**src/rtl/fetch_unit_if.sv**
```systemverilog
// Bundle of instruction-memory, decode-side and redirect signals for fetch_unit.
// The master view belongs to the fetch unit; the slave view belongs to its environment.
interface fetch_unit_if;
    logic        imem_rd;
    logic [15:0] imem_addr;
    logic [15:0] imem_rdata;
    logic        imem_valid;
    logic [15:0] instr_set;
    logic        instr_valid;
    logic        instr_ready;
    logic [15:0] instr_pc;
    logic        br_taken;
    logic [15:0] br_target;
    logic        fault;

    modport master (
        output imem_rd, imem_addr, instr_set, instr_valid, instr_pc, fault,
        input  imem_rdata, imem_valid, instr_ready, br_taken, br_target
    );

    modport slave (
        input  imem_rd, imem_addr, instr_set, instr_valid, instr_pc, fault,
        output imem_rdata, imem_valid, instr_ready, br_taken, br_target
    );
endinterface

```
**src/rtl/fetch_unit.sv**
```systemverilog
// Single-outstanding-request instruction fetch unit with branch redirect,
// stale-response discard and a sticky memory-timeout fault.
module fetch_unit #(
    parameter logic [15:0] RESET_PC    = 16'h0000,
    parameter int unsigned MEM_TIMEOUT = 15
) (
    input  logic          clk,
    input  logic          reset,
    fetch_unit_if.master  bus
);

    localparam logic [1:0] S_REQ   = 2'd0;
    localparam logic [1:0] S_WAIT  = 2'd1;
    localparam logic [1:0] S_FULL  = 2'd2;
    localparam logic [1:0] S_FAULT = 2'd3;

    localparam logic [15:0] TMO_LIMIT = 16'(MEM_TIMEOUT);

    logic [1:0]  r_state;
    logic [15:0] r_fetch_pc;
    logic [15:0] r_instr_set;
    logic [15:0] r_instr_pc;
    logic [15:0] r_tmo;
    logic        r_instr_valid;
    logic        r_fault;
    logic        r_discard;

    logic [15:0] w_tmo_inc;
    logic        w_tmo_hit;
    logic        w_imem_rd;

    assign w_tmo_inc = r_tmo + 16'd1;
    assign w_tmo_hit = (w_tmo_inc == TMO_LIMIT);

    // A redirect in S_REQ retargets the PC instead of issuing, so a request
    // for the abandoned address never goes out; reset also masks the pulse.
    assign w_imem_rd = reset && (r_state == S_REQ) && !bus.br_taken;

    assign bus.imem_rd     = w_imem_rd;
    assign bus.imem_addr   = r_fetch_pc;
    assign bus.instr_set   = r_instr_set;
    assign bus.instr_valid = r_instr_valid;
    assign bus.instr_pc    = r_instr_pc;
    assign bus.fault       = r_fault;

    always_ff @(posedge clk) begin
        if (!reset) begin
            r_state       <= S_REQ;
            r_fetch_pc    <= RESET_PC;
            r_instr_set   <= '0;
            r_instr_pc    <= '0;
            r_instr_valid <= 1'b0;
            r_fault       <= 1'b0;
            r_discard     <= 1'b0;
            r_tmo         <= '0;
        end else begin
            case (r_state)
                S_REQ: begin
                    if (bus.br_taken) begin
                        r_fetch_pc <= bus.br_target;
                    end else begin
                        r_tmo   <= '0;
                        r_state <= S_WAIT;
                    end
                end

                S_WAIT: begin
                    if (bus.br_taken) begin
                        r_fetch_pc <= bus.br_target;
                    end
                    // A response that coincides with a redirect is already the
                    // stale word, so it is dropped without waiting any further.
                    if (bus.imem_valid) begin
                        if (bus.br_taken || r_discard) begin
                            r_discard <= 1'b0;
                            r_state   <= S_REQ;
                        end else begin
                            r_instr_set   <= bus.imem_rdata;
                            r_instr_pc    <= r_fetch_pc;
                            r_instr_valid <= 1'b1;
                            r_state       <= S_FULL;
                        end
                    end else begin
                        if (bus.br_taken) begin
                            r_discard <= 1'b1;
                        end
                        r_tmo <= w_tmo_inc;
                        if (w_tmo_hit) begin
                            r_fault <= 1'b1;
                            r_state <= S_FAULT;
                        end
                    end
                end

                S_FULL: begin
                    if (bus.br_taken) begin
                        r_fetch_pc    <= bus.br_target;
                        r_instr_valid <= 1'b0;
                        r_state       <= S_REQ;
                    end else if (r_instr_valid && bus.instr_ready) begin
                        r_fetch_pc    <= r_fetch_pc + 16'd1;
                        r_instr_valid <= 1'b0;
                        r_state       <= S_REQ;
                    end
                end

                S_FAULT: begin
                    r_instr_valid <= 1'b0;
                end

                default: begin
                    r_state <= S_REQ;
                end
            endcase
        end
    end

endmodule

```
**src/flat_wrapper.sv**
```systemverilog
// flat-port wrapper written by rule: the top's interface ports become plain ports
module fetch_unit_flat 
#(
    parameter logic [15:0] RESET_PC    = 16'h0000,
    parameter int unsigned MEM_TIMEOUT = 15
)
  (clk, reset, bus_imem_rd, bus_imem_addr, bus_instr_set, bus_instr_valid, bus_instr_pc, bus_fault, bus_imem_rdata, bus_imem_valid, bus_instr_ready, bus_br_taken, bus_br_target);
  fetch_unit_if bus_i ();
  input  logic clk;
  input  logic reset;
  output wire logic [$bits(bus_i.imem_rd)-1:0] bus_imem_rd;
  output wire logic [$bits(bus_i.imem_addr)-1:0] bus_imem_addr;
  output wire logic [$bits(bus_i.instr_set)-1:0] bus_instr_set;
  output wire logic [$bits(bus_i.instr_valid)-1:0] bus_instr_valid;
  output wire logic [$bits(bus_i.instr_pc)-1:0] bus_instr_pc;
  output wire logic [$bits(bus_i.fault)-1:0] bus_fault;
  input wire logic [$bits(bus_i.imem_rdata)-1:0] bus_imem_rdata;
  input wire logic [$bits(bus_i.imem_valid)-1:0] bus_imem_valid;
  input wire logic [$bits(bus_i.instr_ready)-1:0] bus_instr_ready;
  input wire logic [$bits(bus_i.br_taken)-1:0] bus_br_taken;
  input wire logic [$bits(bus_i.br_target)-1:0] bus_br_target;
  assign bus_imem_rd = bus_i.imem_rd;
  assign bus_imem_addr = bus_i.imem_addr;
  assign bus_instr_set = bus_i.instr_set;
  assign bus_instr_valid = bus_i.instr_valid;
  assign bus_instr_pc = bus_i.instr_pc;
  assign bus_fault = bus_i.fault;
  assign bus_i.imem_rdata = bus_imem_rdata;
  assign bus_i.imem_valid = bus_imem_valid;
  assign bus_i.instr_ready = bus_instr_ready;
  assign bus_i.br_taken = bus_br_taken;
  assign bus_i.br_target = bus_br_target;
  fetch_unit #(.RESET_PC(RESET_PC), .MEM_TIMEOUT(MEM_TIMEOUT)) u_core (.clk(clk), .reset(reset), .bus(bus_i));
endmodule
```
**config.mk**
```make
export PLATFORM = sky130hd
export DESIGN_NAME = fetch_unit_flat
export DESIGN_NICKNAME = d
export VERILOG_FILES = /design/src/rtl/fetch_unit_if.sv /design/src/rtl/fetch_unit.sv /design/src/flat_wrapper.sv
export SDC_FILE = /design/constraint.sdc
export NUM_CORES = 1
export LEC_CHECK = 0
export BUFFER_PORTS_ARGS = -buffer_cell sky130_fd_sc_hd__buf_2
export CORE_MARGIN = 5
export CORE_UTILIZATION = 35
export CTS_CLUSTER_SIZE = 8
export DETAILED_ROUTE_END_ITERATION = 8
export PLACE_DENSITY = 0.63
export SLEW_MARGIN = 25
export SYNTH_ARGS = -nofsm -noshare
export SYNTH_HDL_FRONTEND = slang
export SYNTH_SLANG_ARGS = --single-unit
```
**constraint.sdc**
```tcl
create_clock -name clk -period 3.2 [get_ports clk]
set_input_delay 0.32 -clock clk [delete_from_list [all_inputs] [get_ports clk]]
set_output_delay 0.32 -clock clk [all_outputs]
set_load 0.02 [all_outputs]
```
[Word-level counts from Yosys, hierarchy flattened]
Index checks and enable logic that the tools add are counted.
Word-level totals
  word-level logic and storage cells: 65
  flip-flop bits (word level): 69
  input port bits: 37
Operators by class
  $add $sub $neg: 2
  bitwise gates (word level): 2
  eq/ne operators: 12
  reduce and logical (&&, ||, !) cells: 19
  multiplexer cells: 22
Operators by type and width (number)
  $mux 16: 5
  $pmux 16 s2: 2
  $add 16x1->16 const B: 2
  $eq 16x4->1 const B: 1
  $reduce_and 3->1: 5
  $mux 2: 6
  $ne 2x2->1 const B: 4
  $reduce_and 4->1: 2
  $mux 1: 7
  $ne 3x2->1 const B: 2
  $pmux 2 s3: 1
  $reduce_bool 2->1: 3
  $reduce_bool 3->1: 2
  $eq 2x2->1 const B: 2
  $ne 2x1->1 const B: 2
  $logic_and 1x1->1: 3
  $pmux 1 s3: 1
  $eq 2x1->1 const B: 1
  $logic_not 2->1: 1
  $not 1->1: 2
  $reduce_or 2->1: 1
  $logic_not 1->1: 1
  $logic_or 1x1->1: 1

[Depth between registers and ports, before layout]
Gate-level depths: netlist of run 1.
  word-level depth: 5
  mapped depth: 10
  gate-level depth less buffers: 8

[Least setup slack after synthesis of run 1]
OpenSTA, ideal clock, no wires.
  path kind: register to register
  start point: reg u_core.r_tmo[0]
  end point: reg u_core.r_state[0]
  stages on the path, launching flop included: 8
  library setup time: 0.074 ns
  arrival time: 2.230 ns
  setup slack: 0.896 ns
  required time: 3.126 ns
  cell sequence: dfxtp_1 -> ha_1 -> nand4_1 -> or4_4 -> nor4b_2 -> nor3_1 -> or4_4 -> a31oi_1
Between the ends
  word-level cells in the longest chain between the ends: 4
RTL lines
  start, declared: line fetch_unit.sv:23  | logic [15:0] r_tmo;
  start signal, assigned: line fetch_unit.sv:87  | r_tmo <= w_tmo_inc;
  $add 16x1->16: line fetch_unit.sv:32  | assign w_tmo_inc = r_tmo + 16'd1;
  $eq 16x4->1: line fetch_unit.sv:33  | assign w_tmo_hit = (w_tmo_inc == TMO_LIMIT);
  $ne 3x2->1 (no line)
  $reduce_and 4->1 (no line)
  end signal, assigned: line fetch_unit.sv:48  | r_state <= S_REQ;
  end signal, assigned: line fetch_unit.sv:63  | r_state <= S_WAIT;
  end signal, assigned: line fetch_unit.sv:76  | r_state <= S_REQ;
  end, declared: line fetch_unit.sv:19  | logic [1:0] r_state;
Every way passes these cells.
A chain may end at the register's enable or synchronous reset.

[Worst setup path in the final report of run 1]
Same ends and word-level chain as after synthesis.

==> results of run 1 <==
==> power groups by stage <==
stage	sequential (mW)	combinational (mW)	clock, mW
3_5_place_dp	0.937	0.240	0
5_1_grt	0.923	0.267	0.870
2_1_floorplan	0.960	0.126	0
3_3_place_gp	0.936	0.237	0
4_1_cts	0.917	0.241	0.837
6_report	0.917	0.239	0.810
==> sequential cells by signal, summed over array words and instances, names as in the netlist <==
signal and cells:
u_core.bus.instr_set 16, u_core.bus.instr_valid 1, u_core.r_state 2, u_core.bus.fault 1, u_core.r_discard 1, u_core.bus.instr_pc 16
u_core.r_tmo 16, u_core.bus.imem_addr 16
==> area by class of cell <==
cell class                 instances  share of cell area [%]
inverter                           7                  0.6254
sequential                        69                   32.88
timing repair buffer              92                   11.26
clock buffer                      11                   3.365
tap                              133                   3.961
clock inverter                     5                   1.995
multi-input combinational        367                   45.92
==> final timing paths <==
path | endpoint | slack (ps) | cells after the start
hold / removal | u_core.bus.instr_set[2]$_SDFFE_PN0P_ | 200 | 3
setup / recovery | u_core.r_state[0]$_SDFFE_PN0P_ | 650 | 7
setup reg to reg | u_core.r_state[0]$_SDFFE_PN0P_ | 650 | 7
hold reg to reg | u_core.bus.instr_set[3]$_SDFFE_PN0P_ | 450 | 2
==> synthesized netlist by cell type, drive strengths merged (2+ instances only) <==
master and instances:
o211a 2, xnor2 2, nor2b 3, o221a 2, nand4 7, nor3b 3
a31oi 6, a21oi 68, xor2 3, nor3 11, nor4 5, o21ai 33
nand2 105, or4 3, inv 7, o211ai 2, a311oi 2, or3 5
o21a 3, dfxtp 69, a22o 2, nand3 16, clkbuf 25, buf 3
o31ai 3, a22oi 6, ha 8, nor4b 2, nor2 47, and3 6
and2 2
==> placed cells by master (no fill, tap or decap), types with 3 or more instances in the layout <==
cell type / count
a21oi_1: 68
a22oi_1: 6
a31oi_1: 6
and3_1: 6
buf_2: 87
buf_4: 5
clkbuf_8: 10
dfxtp_1: 69
ha_1: 8
inv_1: 7
nand2_1: 105
nand3_1: 16
nand4_1: 6
nor2_1: 47
nor2b_1: 3
nor3_1: 10
nor3b_1: 3
nor4_1: 5
o21a_1: 3
o21ai_0: 33
o31ai_1: 3
or3_1: 5
xor2_1: 3
==> cell families after synthesis <==
kind of cell,Yosys count,share of synthesized area [%]
xor gates and xnor gates,5,1.273
AOI/OAI and AO/OA,137,22.99
adders and majority gates,8,2.910
DFF,69,40.16
buffers and inverters,35,3.965
and+or+nand+nor,217,28.70
==> metal layers <==
layer  vias to the layer above  wire length [um]  part of all wire [%]  GRT usage (%)
li1                       1800                 -                     -              -
met1                      1631              4316                    47          20.57
met2                       101              4164                    45          24.39
met3                        10               640                   6.9          3.671
met4                         0               125                   1.4          6.132
met5                         -                 0                     0              0
==> through the flow <==
step                      utilization [%]  cell area (um^2)  setup slack, ps
final                               43.39              4202            646.1
after global routing                43.39              4202            507.5
after CTS                           43.36              4199            647.3
after floorplan                         -              3440            896.1
after global placement              41.03              3974            741.3
after detailed placement            41.03              3974            674.0
==> worst register-to-register path: stages (launching register included) <==
cell and delay [ps]:
dfxtp_1 420, ha_1 300, nand4_1 240, or4_4 510, nor4b_2 230, nor3_1 110, or4_4 520, a31oi_1 170
==> results.toml, run 1 <==
[status]
status = "finished, final reports clean"

[power]
sw_frac_of_total_pct = 27.18
max-vdd-ir-drop_v = 0.0002018
netSwitchingPower_mw = 0.5344
finalPower_mw = 1.966
p_leak_nw = 1.709
p_clk_share_pct = 41.2
p_per_area_nw_per_um2 = 468.0
internal_power_mw = 1.432
pwr-share-comb_pct = 12.2
seqPwrFrac_pct = 46.6

[detailed_routing]
firstDrtPassIters = 5
drt-initial-drc-count = 283
wl_per_cell_um = 13.52
routed_wl_mm = 9.247
ant_nets = 0
vias = 3542
drc = 0
via_per_inst = 5.178

[synth]
synth_fp_nets = 516
yosysTopAreaCell = "dfxtp_1"
yosys-top-cells-area = "dfxtp_1 (40%), nand2_1 (11%), a21oi_1 (9.9%), nor2_1 (5.1%), o21ai_0 (4.8%)"
avgSynthCellArea_um2 = 7.303
synth_ff_type = "dfxtp_1"
synth_edf_count = 0
syn_area_um2 = 3440
synth_cells = 471
seq_area_frac_synth_pct = 40.16
synth-seq-cells = 69
ys_async_sr_fraction_pct = 0
yosys_warnings = 0
synth_top_area_share_pct = 40.16
synth_cell_type_count = 45

[sta]
fmax_mhz = 391.6
tns_ps = 0
post-route-period-util_pct = 79.81
finalHoldViolCount = 0
worst_pin_slew_ps = 962.8
setup_violations = 0
relSlewSlack_pct = 35.58
rsz0062_at_grt = "false"
finalClockSkew_ps = 8.439
drv_slew = 0
fin_crit_ps = 2554
whs_ps = 199.2

[cts]
cts_hold_buf = 0
cts_setup_buffers = 0
path_clk_slew_ps = 80
cts_root_buffer = "clkbuf_8"
ctsLongestPathBuffers = 2
cts_inserted_buffers = 9
cts_resized = 0
cts_tree = "yes"
h-tree-depth = 3
clk_latency_ps = 350
cts.sinks = 69

[global_routing]
grt_pass1_vias = 3153
antenna_found_initial = 0
grt_overflow = 0
grt_usage_pct = 15.55
grt_pass1_wl_mm = 14.86
grt_max_degree = 34

[die]
core_um2 = 9684
die_w_um = 109.1
initial_utilization_pct = 35.52
dieArea_um2 = 11910
ios = 88
rows = 36
die_h_um = 109.1

[setup_path]
crit_required_ps = 3480
critical_path.most_common_cell = "or4_4"
timing.rr.start = "u_core.r_tmo[0]$_SDFFE_PN0P_"
critical_path.top_delay_family = "simple AND/OR/NAND/NOR gates"
worst-setup-path-type = "register to register"
cp_cell_sequence = "ha_1 > nand4_1 > or4_4 > nor4b_2 > nor3_1 > or4_4 > a31oi_1"
path_buf_inv = 0
startpoint_type = "register"
cpPeakStageDelay_ps = 520
crit_path_start = "u_core.r_tmo[0]$_SDFFE_PN0P_"
cp.arrival_ps = 2830
cp-end-kind = "register"
slowest_stage = "or4_4"
worst-path-max-fanout = 6

[min_path]
hold_path.startpoint = "bus_imem_rdata[2]"
hold_path.class = "input port to register"

[run]
drv_cap = 0

[final_layout]
multi_input_area_um2 = 1929
regArea_um2 = 1381
layout-drive-gt1-share_pct = 21.05
fill_cells = 991
final_cells = 684
finalNetCount = 591
area_growth_pct = 22.15
n_antenna_cell = 0

[placed_design]
place_inst = 668
place.gp.congestion = 0.8428
hpwl_mm = 6.415
port_buffers = 87
No activity file was read; power rests on OpenSTA's default activity.
==> run 2: changes to the inputs <==
ABC_AREA = 1   (was unset)
PLACE_DENSITY = 0.65   (was 0.63)
clock period = 2.05 ns   (was 3.2 ns; I/O delays follow)
==> results.toml, run 2 <==
[final_layout]
stdcell_area_um2 = 4245
n_antenna_cell = 0
utilization_pct = 43.84
finalNetCount = 647
mostFrequentLayoutCell = "nand2_1"
final_cells = 740
area_growth_pct = 22.85
layout-drive-gt1-share_pct = 21.91
final_cell_mix = "nand2_1 (107), buf_2 (87), nor2_1 (74), dfxtp_1 (68), o21ai_0 (56)"

[placed_design]
port_buffers = 87
hpwl_mm = 7.000
place.gp.congestion = 0.8510
place_inst = 724
dpl_worst_slack_ps = 142.6
placed_cell_area_um2 = 4068

[detailed_routing]
drc = 0
vias = 3610
ant_nets = 0
via_per_inst = 4.878
wl_per_cell_um = 12.79
routed_wl_mm = 9.462
drt-initial-drc-count = 157
firstDrtPassIters = 5

[synth]
yosys-top-cells-area = "dfxtp_1 (40%), nand2_1 (12%), nor2_1 (8.4%), o21ai_0 (8.1%), a21oi_1 (7.2%)"
seq_area_frac_synth_pct = 39.97
synth_cell_type_count = 31
ys_top_cells_by_count = "nand2_1 (107), nor2_1 (77), dfxtp_1 (69)"
yosysTopAreaCell = "dfxtp_1"
synth_top_area_share_pct = 39.97
synth.most_common_cell = "nand2_1"
synth_cells = 512
ys_async_sr_fraction_pct = 0
synth_edf_count = 0
synth_fp_nets = 557
synth_ff_type = "dfxtp_1"
synth-seq-cells = 69
avgSynthCellArea_um2 = 6.750
syn_area_um2 = 3456
yosys_warnings = 0

[setup_path]
cp.arrival_ps = 2060
cp_cell_sequence = "inv_1 > ha_1 > nand2_2 > inv_2 > nand2_2 > o211ai_2 > buf_4 > a21oi_1 > o21ai_0 > o21ai_0 > a21oi_1"
slowest_stage = "dfxtp_1"
path_buf_inv = 3
worst-setup-path-type = "register to register"
worst-path-max-fanout = 18
cpPeakStageDelay_ps = 420
crit_required_ps = 2260
timing.rr.start = "u_core.r_state[0]$_SDFFE_PN0P_"
cp-end-kind = "register"
timing.rr.end = "u_core.bus.imem_addr[12]$_SDFFE_PN0P_"
critical_path.top_delay_family = "compound AO/OA/AOI/OAI gates"
ff2ff_setup_slack_ps = 200
r2r_cells = 11
startpoint_type = "register"

[die]
rows = 36
initial_utilization_pct = 35.68
dieArea_um2 = 11960
die_w_um = 109.4
ios = 88
core_um2 = 9684
die_h_um = 109.4

[power]
p_leak_nw = 1.922
p_clk_share_pct = 22.3
pwr-share-comb_pct = 36.8
internal_power_mw = 2.555
p_per_area_nw_per_um2 = 1012
sw_frac_of_total_pct = 40.56
max-vdd-ir-drop_v = 0.0004906
seqPwrFrac_pct = 41.0
netSwitchingPower_mw = 1.743

[global_routing]
grt_usage_pct = 16.26
grt_overflow = 0
grt_max_degree = 40
antenna_found_initial = 0
grt_pass1_wl_mm = 15.79
grt_pass1_vias = 3532

[cts]
cts_hold_buf = 0
h-tree-depth = 3
ctsLongestPathBuffers = 2
clk_latency_ps = 330
cts_root_buffer = "clkbuf_8"
cts_inserted_buffers = 9
path_clk_slew_ps = 70
cts_tree = "yes"
cts.sinks = 69

[sta]
finalHoldViolCount = 0
worst_slack_ps = 204.5
fmax_mhz = 541.9
rsz0062_at_grt = "false"
post-route-period-util_pct = 90.02
finalClockSkew_ps = 11.33
drv_slew = 0
setup_violations = 0
worst_pin_slew_ps = 420.4
tns_ps = 0
fin_crit_ps = 1846
relSlewSlack_pct = 71.76

[status]
status = "finished, final reports clean"

[min_path]
hold_path.class = "input port to register"
hold_path_depth = 3
hold_path.startpoint = "bus_imem_rdata[1]"
min_to = "u_core.bus.instr_set[1]$_SDFFE_PN0P_"

[run]
drv_cap = 0
[run 2: power groups by stage]
stage,Clock [mW],Sequential [mW],Combinational [mW]
final,0.957,1.76,1.58
after global routing,1.06,1.80,1.77
after CTS,0.991,1.76,1.59
after detailed placement,0,1.78,1.59
after global placement,0,1.77,1.55
after floorplan,0,1.99,0.850
[run 2: stage by stage]
| stage | power, mW | hold WS [ps] |
|---|---|---|
| 2_1_floorplan | 2.838 | 339.9 |
| 3_3_place_gp | 3.326 | 426.6 |
| 3_5_place_dp | 3.369 | 433.3 |
| 4_1_cts | 4.337 | 78.10 |
| 5_1_grt | 4.627 | 92.18 |
| 6_report | 4.297 | 95.66 |
[run 2: final cells by class]
type / count / area (um^2)
multi-input combinational: 373 / 1812
clock inverter: 4 / 23.77
tap: 133 / 166.4
fill: 1037 / 5439
timing repair buffer: 99 / 525.5
sequential: 69 / 1383
clock buffer: 12 / 145.1
inverter: 50 / 190.2
[run 2: cells by family (layout without fill, tap and decap cells)]
family,after synthesis,in the layout,share of synthesized area [%]
and+or+nand+nor,243,243,29.94
DFF,69,69,39.97
adders and majority gates,8,8,2.897
AOI/OAI and AO/OA,118,118,18.36
xor gates and xnor gates,4,4,1.014
buffers and inverters,70,165,7.820
[run 2: worst max-delay path by stage]
stage / from / to / slack [ps] / cells after the start
2_1_floorplan: u_core.bus.imem_addr[1]$_SDFFE_PN0P_ / u_core.bus.imem_addr[14]$_SDFFE_PN0P_ / 330 / 13
4_1_cts: u_core.r_state[1]$_SDFFE_PN0P_ / u_core.r_tmo[12]$_SDFFE_PN0P_ / 130 / 8
6_report: u_core.r_state[0]$_SDFFE_PN0P_ / u_core.bus.imem_addr[12]$_SDFFE_PN0P_ / 200 / 11
3_3_place_gp: u_core.r_state[1]$_SDFFE_PN0P_ / u_core.r_tmo[13]$_SDFFE_PN0P_ / 260 / 8
5_1_grt: u_core.bus.imem_addr[0]$_SDFFE_PN0P_ / u_core.bus.imem_addr[14]$_SDFFE_PN0P_ / 4 / 13
3_5_place_dp: u_core.r_state[1]$_SDFFE_PN0P_ / u_core.r_tmo[12]$_SDFFE_PN0P_ / 140 / 8
[run 2: worst min-delay path: stages]
cell and delay (ps):
buf_2 70, nor2_1 30, nor2_1 80
[run 2: layer usage]
metal	up-vias	GRT usage, %	wire (um)
li1	1861	-	-
met1	1650	20.30	4327
met2	91	26.20	4301
met3	8	6.400	734
met4	0	4.274	99
met5	-	0	0
[run 2: what timing repair did]
item                       4_1_cts  5_1_grt
setup endpoints to repair        0       20
setup buffers                    0        0
gates resized for setup          0        5
==> run 3: changes to the inputs <==
PLACE_DENSITY = 0.63   (was 0.65)
clock period = 2.2 ns   (was 2.05 ns; I/O delays follow)
==> results.toml, run 3 (same netlist as run 2, synthesis figures left out) <==
[setup_path]
cp-end-kind = "register"
crit_required_ps = 2420
worst-path-max-fanout = 5
startpoint_type = "register"
cp.arrival_ps = 2160
worst-setup-path-type = "register to register"
ff2ff_setup_slack_ps = 260

[min_path]
hold_path.class = "input port to register"

[sta]
rsz0062_at_grt = "false"
fmax_mhz = 516.3
fin_crit_ps = 1937
relSlewSlack_pct = 67.65
worst_slack_ps = 263.2
tns_ps = 0
whs_ps = 99.40
finalClockSkew_ps = 9.801
drv_slew = 0
finalHoldViolCount = 0
post-route-period-util_pct = 88.04
setup_violations = 0
worst_pin_slew_ps = 482.2

[detailed_routing]
via_per_inst = 4.875
routed_wl_mm = 9.441
vias = 3588
drt-initial-drc-count = 182
firstDrtPassIters = 4
drc = 0
ant_nets = 0
wl_per_cell_um = 12.83

[power]
netSwitchingPower_mw = 1.636
max-vdd-ir-drop_v = 0.0003973
pwr-share-comb_pct = 34.3
sw_frac_of_total_pct = 38.94
p_clk_share_pct = 26.3
internal_power_mw = 2.565
p_per_area_nw_per_um2 = 989.5
seqPwrFrac_pct = 39.4
p_leak_nw = 1.913

[die]
die_h_um = 109.4
dieArea_um2 = 11960
core_um2 = 9684
ios = 88
die_w_um = 109.4
rows = 36
initial_utilization_pct = 35.68

[placed_design]
place_inst = 720
place.gp.congestion = 0.8834
dpl_worst_slack_ps = 302.9
hpwl_mm = 6.815
port_buffers = 87

[run]
drv_cap = 0

[final_layout]
n_antenna_cell = 0
final_cells = 736
area_growth_pct = 22.85
finalNetCount = 643
final_cell_mix = "nand2_1 (107), buf_2 (87), nor2_1 (76), dfxtp_1 (69), o21ai_0 (56)"
utilization_pct = 43.84
layout-drive-gt1-share_pct = 20.56
mostFrequentLayoutCell = "nand2_1"

[cts]
cts_inserted_buffers = 9
cts_root_buffer = "clkbuf_8"
ctsLongestPathBuffers = 2
h-tree-depth = 3
path_clk_slew_ps = 80
cts.sinks = 69
cts_tree = "yes"
cts_resized = 0
clk_latency_ps = 340
cts_setup_buffers = 0
cts_hold_buf = 0

[global_routing]
grt_usage_pct = 16.34
grt_pass1_wl_mm = 15.72
antenna_found_initial = 0
grt_pass1_vias = 3524
grt_overflow = 0
grt_max_degree = 47

[status]
status = "finished, final reports clean"
run 3: cell count changes in the layout (fill, tap and decap cells not counted), sizes merged:
cell      before  now
clkinvlp       0    1
bufinv         0    2
clkinv         5    2
buf           99   95
run 3: worst paths after layout:
check                                              from                                     to  cells past startpoint
setup / recovery   u_core.bus.imem_addr[1]$_SDFFE_PN0P_  u_core.bus.imem_addr[12]$_SDFFE_PN0P_                     10
hold / removal                        bus_imem_rdata[7]   u_core.bus.instr_set[7]$_SDFFE_PN0P_                      3
setup reg to reg   u_core.bus.imem_addr[1]$_SDFFE_PN0P_  u_core.bus.imem_addr[12]$_SDFFE_PN0P_                     10
hold reg to reg   u_core.bus.imem_addr[15]$_SDFFE_PN0P_  u_core.bus.imem_addr[15]$_SDFFE_PN0P_                      2
run 3: stage by stage:
step	power (mW)	area (um^2)
after floorplan	2.645	3456
after global placement	3.100	4038
after detailed placement	3.126	4038
after CTS	4.260	4245
after global routing	4.519	4245
final	4.201	4245
run 3: layer usage:
layer  wire (um)  GRT usage [%]  part of all wire, %
met1        4296          20.30                   46
met2        4269          26.29                   45
met3         802          6.166                  8.5
met4          72          4.987                 0.76
met5           0              0                    0
run 3: power groups by stage:
stage	registers (mW)	clock network [mW]	logic (mW)
after CTS	1.65	1.15	1.46
after global routing	1.68	1.20	1.63
after global placement	1.67	0	1.43
after floorplan	1.85	0	0.792
after detailed placement	1.67	0	1.45
final	1.65	1.11	1.44
run 3: area by class of cell:
class                   count  area, um^2
clock buffers              12       135.1
clock inverters             4       72.57
fillers                  1034        5439
inverters                  50       187.7
multi-input cells         373        1807
flip-flops and latches     69        1381
well taps                 133       166.4
repair buffers             95       495.5
run 3: critical path, stage by stage (launching register included):
cell     delay, ps
dfxtp_1        420
ha_1           230
nand2_1         60
nor2_1         120
nand2_1         80
nor2_1         200
nand2_1        140
nor4_1         250
o21ai_0        120
o21ai_0        110
a21oi_1         90
